$ cat config.mk
export PLATFORM = sky130hd
export DESIGN_NAME = seq_divider
export DESIGN_NICKNAME = d
export VERILOG_FILES = /design/src/rtl/seq_divider.sv
export SDC_FILE = /design/constraint.sdc
export NUM_CORES = 1
export LEC_CHECK = 0
export CORE_UTILIZATION = 43
export CTS_BUF_LIST = sky130_fd_sc_hd__clkbuf_4 sky130_fd_sc_hd__clkbuf_8 sky130_fd_sc_hd__clkbuf_16
export CTS_CLUSTER_DIAMETER = 80
export CTS_CLUSTER_SIZE = 24
export DETAILED_ROUTE_END_ITERATION = 6
export PLACE_DENSITY = 0.72
export REMOVE_ABC_BUFFERS = 1
export SYNTH_ARGS = -nofsm -noshare
export SYNTH_HDL_FRONTEND = slang
export SYNTH_SLANG_ARGS = --single-unit
$ cat constraint.sdc
create_clock -name clk -period 2.05 [get_ports clk]
set_input_delay 0.41 -clock clk [delete_from_list [all_inputs] [get_ports clk]]
set_output_delay 0.41 -clock clk [all_outputs]
set_load 0.02 [all_outputs]
$ cat src/rtl/seq_divider.sv
// Restoring unsigned divider, one quotient bit per clock; done follows the start edge by DW cycles (1 if b==0).
// No backpressure: start is taken whenever ready, ignored while busy; results hold until the next completion.
module seq_divider #(
    parameter int DW = 8,
    parameter int VW = 4
) (
    input  logic          clk,
    input  logic          rst,
    input  logic          start,
    input  logic [DW-1:0] a,
    input  logic [VW-1:0] b,
    output logic          ready,
    output logic          busy,
    output logic          done,
    output logic [DW-1:0] quotient,
    output logic [VW-1:0] remainder,
    output logic          dz
);

    localparam int CW = (DW > 1) ? $clog2(DW) : 1;

    typedef enum logic [1:0] {
        IDLE = 2'd0,
        BUSY = 2'd1,
        DONE = 2'd2
    } state_t;

    state_t        r_state;
    state_t        w_next;
    logic [DW-1:0] r_dvd;
    logic [VW-1:0] r_dvs;
    logic [VW-1:0] r_pr;
    logic [CW-1:0] r_cnt;
    logic [DW-1:0] r_quot;
    logic [VW-1:0] r_rem;
    logic          r_dz;

    logic [VW:0]   w_pr_shift;
    logic [VW:0]   w_diff;
    logic          w_qbit;
    logic [VW-1:0] w_pr_next;
    logic          w_accept;
    logic          w_zero;
    logic          w_last;

    // The trial subtract is VW+1 wide; its top bit is the borrow, so no borrow means pr >= b.
    always_comb begin
        w_pr_shift = {r_pr, r_dvd[DW-1]};
        w_diff     = w_pr_shift - {1'b0, r_dvs};
        w_qbit     = ~w_diff[VW];
        w_pr_next  = w_qbit ? w_diff[VW-1:0] : w_pr_shift[VW-1:0];
        w_accept   = start && (r_state != BUSY);
        w_zero     = (r_dvs == '0);
        w_last     = (r_cnt == CW'(DW - 1));
    end

    always_comb begin
        w_next = r_state;
        case (r_state)
            IDLE:    if (start) w_next = BUSY;
            BUSY:    if (w_zero || w_last) w_next = DONE;
            DONE:    w_next = start ? BUSY : IDLE;
            default: w_next = IDLE;
        endcase
    end

    always_ff @(posedge clk or negedge rst) begin
        if (!rst) begin
            r_state <= IDLE;
        end else begin
            r_state <= w_next;
        end
    end

    always_ff @(posedge clk or negedge rst) begin
        if (!rst) begin
            r_dvd  <= '0;
            r_dvs  <= '0;
            r_pr   <= '0;
            r_cnt  <= '0;
            r_quot <= '0;
            r_rem  <= '0;
            r_dz   <= 1'b0;
        end else if (w_accept) begin
            r_dvd <= a;
            r_dvs <= b;
            r_pr  <= '0;
            r_cnt <= '0;
        end else if (r_state == BUSY) begin
            if (w_zero) begin
                r_quot <= '1;
                r_rem  <= r_dvd[VW-1:0];
                r_dz   <= 1'b1;
            end else begin
                // Quotient bits shift into the vacated low end of the dividend register.
                r_dvd <= {r_dvd[DW-2:0], w_qbit};
                r_pr  <= w_pr_next;
                r_cnt <= r_cnt + CW'(1);
                if (w_last) begin
                    r_quot <= {r_dvd[DW-2:0], w_qbit};
                    r_rem  <= w_pr_next;
                    r_dz   <= 1'b0;
                end
            end
        end
    end

    assign busy      = (r_state == BUSY);
    assign ready     = ~busy;
    assign done      = (r_state == DONE);
    assign quotient  = r_quot;
    assign remainder = r_rem;
    assign dz        = r_dz;

endmodule

==> flow_summary.html <==
<table>
<tr><th>Metric</th><th>Value</th></tr>
<tr><th colspan="2">Status</th></tr>
<tr><td>Run status</td><td>completed</td></tr>
<tr><th colspan="2">STA</th></tr>
<tr><td>Final Max Slew Viols</td><td>0</td></tr>
<tr><td>Clock tree skew after final layout</td><td>approximately 0.0079 ns</td></tr>
<tr><td>Worst hold slack</td><td>0.4897 ns</td></tr>
<tr><td>Min Clock Period, post-route</td><td>a little over 2 ns</td></tr>
<tr><td>Total of endpoints with negative setup slack in the final report</td><td>0</td></tr>
<tr><td>Least-Margin Pin Slew</td><td>between 0.4 and 0.5 ns</td></tr>
<tr><td>Unrepaired setup endpoints after global routing</td><td>true</td></tr>
<tr><td>Final clock period utilization by the worst path</td><td>99.44%</td></tr>
<tr><td>F_max</td><td>490.6 MHz</td></tr>
<tr><td>Count of final hold-check violations</td><td>0</td></tr>
<tr><td>Slew margin rel.</td><td>72.18%</td></tr>
<tr><th colspan="2">Run</th></tr>
<tr><td>Max-cap viol count</td><td>0</td></tr>
<tr><th colspan="2">Synthesis</th></tr>
<tr><td>Unique cell type count in the Yosys netlist</td><td>29</td></tr>
<tr><td>Fraction of the mapped netlist area in compound gates</td><td>14.91%</td></tr>
<tr><td>Fraction of the mapped netlist area in adder cells</td><td>about 6.0%</td></tr>
<tr><td>Commonest register cell after synthesis</td><td>sky130_fd_sc_hd__dfrtp_1</td></tr>
<tr><td>Count of synthesis-stage warnings from yosys</td><td>0</td></tr>
<tr><td>Sequential-to-total area share from yosys stat</td><td>53.63%</td></tr>
<tr><td>Portion of netlist area occupied by mux cells</td><td>5.521%</td></tr>
<tr><td>Proportion of synthesized flip-flops having asynchronous set or reset</td><td>100.0%</td></tr>
<tr><td>Simple-gate share of the synthesized area</td><td>13.88%</td></tr>
<tr><td>Number of synthesized register bits</td><td>34</td></tr>
<tr><td>Area share of xor/xnor cells in the synthesized design</td><td>2.129%</td></tr>
<tr><td>Main combinational cell family by area after synthesis</td><td>compound AO/OA/AOI/OAI gates</td></tr>
<tr><td>Synth Cell Area</td><td>1587 sq um</td></tr>
<tr><td>Syn Inst Count</td><td>149</td></tr>
<tr><td>Synthesized area divided by synthesized cell count</td><td>roughly 11 sq um</td></tr>
<tr><td>Count of flip-flops with a built-in enable after synthesis</td><td>0</td></tr>
<tr><th colspan="2">Detailed routing</th></tr>
<tr><td>First DRT Iteration DRCs</td><td>59</td></tr>
<tr><td>Routed len/inst</td><td>15.33 um</td></tr>
<tr><td>Drt via density</td><td>5.347</td></tr>
<tr><td>DR vias</td><td>approximately 1300</td></tr>
<tr><td>Number of nets still failing antenna checks after routing</td><td>0</td></tr>
<tr><td>Detailed Route WL</td><td>approximately 3.8 mm</td></tr>
<tr><td>Iteration count of the initial detailed-routing pass</td><td>4</td></tr>
<tr><td>Post-detailed-route DRC marker count</td><td>0</td></tr>
<tr><th colspan="2">Clocking</th></tr>
<tr><td>Clock latency on the worst-skew pair</td><td>0.29 ns</td></tr>
<tr><td>Clock net sink count</td><td>34</td></tr>
<tr><td>CTS H-tree lvls</td><td>2</td></tr>
<tr><td>Number of buffers inserted during clock tree synthesis</td><td>5</td></tr>
<tr><td>Maximum root-to-sink buffer count</td><td>2</td></tr>
<tr><td>Clock tree from TritonCTS</td><td>yes</td></tr>
<tr><td>Clock root buffer</td><td>sky130_fd_sc_hd__clkbuf_8</td></tr>
<tr><td>Clk slew on worst S/H paths</td><td>0.07 ns</td></tr>
<tr><td>Post-CTS Hold Buffers</td><td>0</td></tr>
<tr><th colspan="2">Final layout</th></tr>
<tr><td>Fraction of layout cells with a size suffix above 1</td><td>22.61%</td></tr>
<tr><td>Inserted Diodes</td><td>0</td></tr>
<tr><td>Area delta synth-&gt;final</td><td>38.49%</td></tr>
<tr><td>Final standard cell area without fillers</td><td>2197 sq um</td></tr>
<tr><td>Fillcell total</td><td>274</td></tr>
<tr><td>Fin nets</td><td>220</td></tr>
<tr><th colspan="2">Die</th></tr>
<tr><td>Core box area</td><td>3442 sq um</td></tr>
<tr><td>Cell row count</td><td>21</td></tr>
<tr><td>Horizontal die dimension</td><td>approximately 63 um</td></tr>
<tr><td>Die height</td><td>between 60 and 70 um</td></tr>
<tr><td>Initial Utilization</td><td>a little under half</td></tr>
<tr><td>Boundary pin count</td><td>31</td></tr>
<tr><td>Area enclosed by the die boundary</td><td>about 3900 sq um</td></tr>
<tr><th colspan="2">Power and ir drop</th></tr>
<tr><td>Proportion of power drawn by combinational gates</td><td>between 50% and 60%</td></tr>
<tr><td>Switching Share</td><td>around two fifths</td></tr>
<tr><td>Internal power contribution</td><td>2585 uW</td></tr>
<tr><td>Fraction of power consumed by sequential logic</td><td>28.7%</td></tr>
<tr><td>Sw Pwr</td><td>about 1800 uW</td></tr>
<tr><td>Maximum vdd ir drop</td><td>around 0.79 mV</td></tr>
<tr><td>Pwr/cell area</td><td>2007 nW/um^2</td></tr>
<tr><td>Clock group share of total power</td><td>between 10% and 20%</td></tr>
<tr><td>P_leak</td><td>~0.00096 uW</td></tr>
<tr><th colspan="2">Setup path</th></tr>
<tr><td>Launch instance of the worst register-to-register path</td><td>r_dvs[0]</td></tr>
<tr><td>Worst Path Max Fanout</td><td>3</td></tr>
<tr><td>Endpoint of the lowest-slack register-to-register path</td><td>r_pr[0]</td></tr>
<tr><td>WP data arrival</td><td>roughly 2.3 ns</td></tr>
<tr><td>Setup crit start</td><td>r_dvs[0]</td></tr>
<tr><td>Cell depth of the worst flop-to-flop path</td><td>8</td></tr>
<tr><td>Critical path capture point type</td><td>flop</td></tr>
<tr><td>CP Capture Point</td><td>r_pr[0]</td></tr>
<tr><td>Setup slack of the worst register-to-register path</td><td>0.01 ns</td></tr>
<tr><td>Critical path startpoint category</td><td>flop</td></tr>
<tr><td>Critical Setup Path Class</td><td>reg -&gt; reg</td></tr>
<tr><td>Endpoint required time on the critical path</td><td>2.27 ns</td></tr>
<tr><th colspan="2">Global route</th></tr>
<tr><td>Global route overflow</td><td>0</td></tr>
<tr><td>Maximum number of pins on one net before global-route repair</td><td>35</td></tr>
<tr><td>Total GRT Usage</td><td>21.71%</td></tr>
<tr><td>Number of antenna violations at the first check in global routing</td><td>0</td></tr>
<tr><td>Number of global-route vias before repair</td><td>1347</td></tr>
<tr><td>Global-route wire length before repair</td><td>6.348 mm</td></tr>
<tr><th colspan="2">Placement</th></tr>
<tr><td>Detailed-placement wirelength estimate</td><td>2.670 mm</td></tr>
<tr><td>Routability congestion estimate from global placement</td><td>0.9087</td></tr>
<tr><td>DP Area</td><td>2032 sq um</td></tr>
<tr><td>Total of buffers placed on input and output ports</td><td>30</td></tr>
<tr><th colspan="2">Hold path</th></tr>
<tr><td>Min-delay worst type</td><td>reg -&gt; reg</td></tr>
</table>
-- how the worst min path moves through the flow --
stage | to | start | cells after the start
2_1_floorplan | dz | rst | 0
5_1_grt | quotient[2] | quotient[2] | 1
3_5_place_dp | quotient[3] | quotient[3] | 1
6_report | quotient[2] | quotient[2] | 1
3_3_place_gp | r_state[0] | r_state[0] | 1
4_1_cts | r_state[0] | r_state[0] | 1
-- per-stage QoR --
step                      util, %  worst slack [ns]  power [uW]  instances  TNS (ns)
after floorplan                 -           -0.1107        2556        142   -0.4379
after CTS                   63.40          -0.03195        4363        244  -0.07642
after detailed placement    59.03           -0.1814        3565        234   -0.8484
after global placement      59.03          -0.07245        3463        234   -0.3006
after global routing        63.83          -0.07251        4733        245   -0.4933
final                       63.83           0.01155        4409        245         0
-- kinds of logic after synthesis --
kind of cell	count (synthesis)
fa+ha+maj	7
simple gates	48
xor+xnor	3
flops	34
compound gates	34
buf+inv	15
mux	8
-- final cells by class --
class                   count  area [sq um]  area share [%]
flip-flops and latches     34         850.8           38.72
well taps                  46         57.56           2.620
clock buffers               6         82.58           3.759
clock inverters             2         12.51          0.5695
repair buffers             49         441.7           20.10
inverters                   8         30.03           1.367
multi-input cells         100         721.9           32.86
-- layout by cell type, fill, tap and decap left out, types with 2 or more instances in the layout --
| cell | instances |
|---|---|
| sky130_fd_sc_hd__dfrtp_1 | 34 |
| sky130_fd_sc_hd__clkdlybuf4s50_1 | 29 |
| sky130_fd_sc_hd__nand2_1 | 23 |
| sky130_fd_sc_hd__buf_4 | 19 |
| sky130_fd_sc_hd__nor2_1 | 10 |
| sky130_fd_sc_hd__nand3_1 | 10 |
| sky130_fd_sc_hd__o22a_1 | 8 |
| sky130_fd_sc_hd__a31oi_1 | 7 |
| sky130_fd_sc_hd__clkbuf_8 | 6 |
| sky130_fd_sc_hd__inv_1 | 5 |
| sky130_fd_sc_hd__ha_1 | 5 |
| sky130_fd_sc_hd__o21ai_0 | 4 |
| sky130_fd_sc_hd__a32oi_1 | 4 |
| sky130_fd_sc_hd__o21ai_1 | 4 |
| sky130_fd_sc_hd__mux2_2 | 4 |
| sky130_fd_sc_hd__o21ai_2 | 3 |
| sky130_fd_sc_hd__nand2b_1 | 2 |
| sky130_fd_sc_hd__inv_2 | 2 |
| sky130_fd_sc_hd__mux2_4 | 2 |
-- cells in the mapped netlist (all sizes together), types with 2 or more instances --
cell type / number / area share (%)
o22a: 8 / 4.4
ha: 6 / 4.7
nand2b: 3 / 1.2
buf: 3 / 1.1
nor2: 10 / 2.4
a21oi: 2 / 0.87
dfrtp: 34 / 54
a31oi: 7 / 2.8
clkbuf: 4 / 0.95
inv: 7 / 1.7
o21ai: 11 / 3.7
xor2: 2 / 1.6
mux2: 6 / 4.3
nand2: 23 / 5.4
nand3: 10 / 3.2
a32oi: 4 / 2.2
mux2i: 2 / 1.3
-- sequential cells by signal, summed over array words and instances, names as in the netlist --
signal,count
remainder,4
r_dvs,4
dz,1
r_state,2
r_cnt,3
quotient,8
r_pr,4
r_dvd,8
-- metal layers --
metal | vias up | share of wire [%] | GRT usage (%) | routed length [um]
met5 | - | 0 | 0 | 0
met4 | 0 | 3.5 | 11.63 | 132
met1 | 628 | 46 | 27.80 | 1720
met3 | 14 | 4.0 | 6.022 | 152
met2 | 49 | 47 | 33.29 | 1749
li1 | 619 | - | - | -
-- worst max-delay path, stage by stage, from the launching register on --
cell and delay (ns):
sky130_fd_sc_hd__dfrtp_1 0.42, sky130_fd_sc_hd__ha_4 0.18, sky130_fd_sc_hd__fa_2 0.33, sky130_fd_sc_hd__nand2b_4 0.16, sky130_fd_sc_hd__a21oi_4 0.14, sky130_fd_sc_hd__xor2_2 0.16, sky130_fd_sc_hd__buf_4 0.16, sky130_fd_sc_hd__mux2_4 0.31
sky130_fd_sc_hd__o21ai_2 0.11
-- power groups by stage --
stage	sequential, uW	combinational, uW	clock [uW]
after floorplan	1360	1200	0
after global placement	1240	2220	0
after detailed placement	1260	2300	0
after CTS	1260	2570	527
after global routing	1310	2870	560
final	1270	2630	518
-- timing repair --
item	in CTS	in global routing
pin swaps	5	5
resized for setup	16	2
setup endpoints to repair	9	9
buffers inserted	2	1
(Power assumes the default switching activity.)
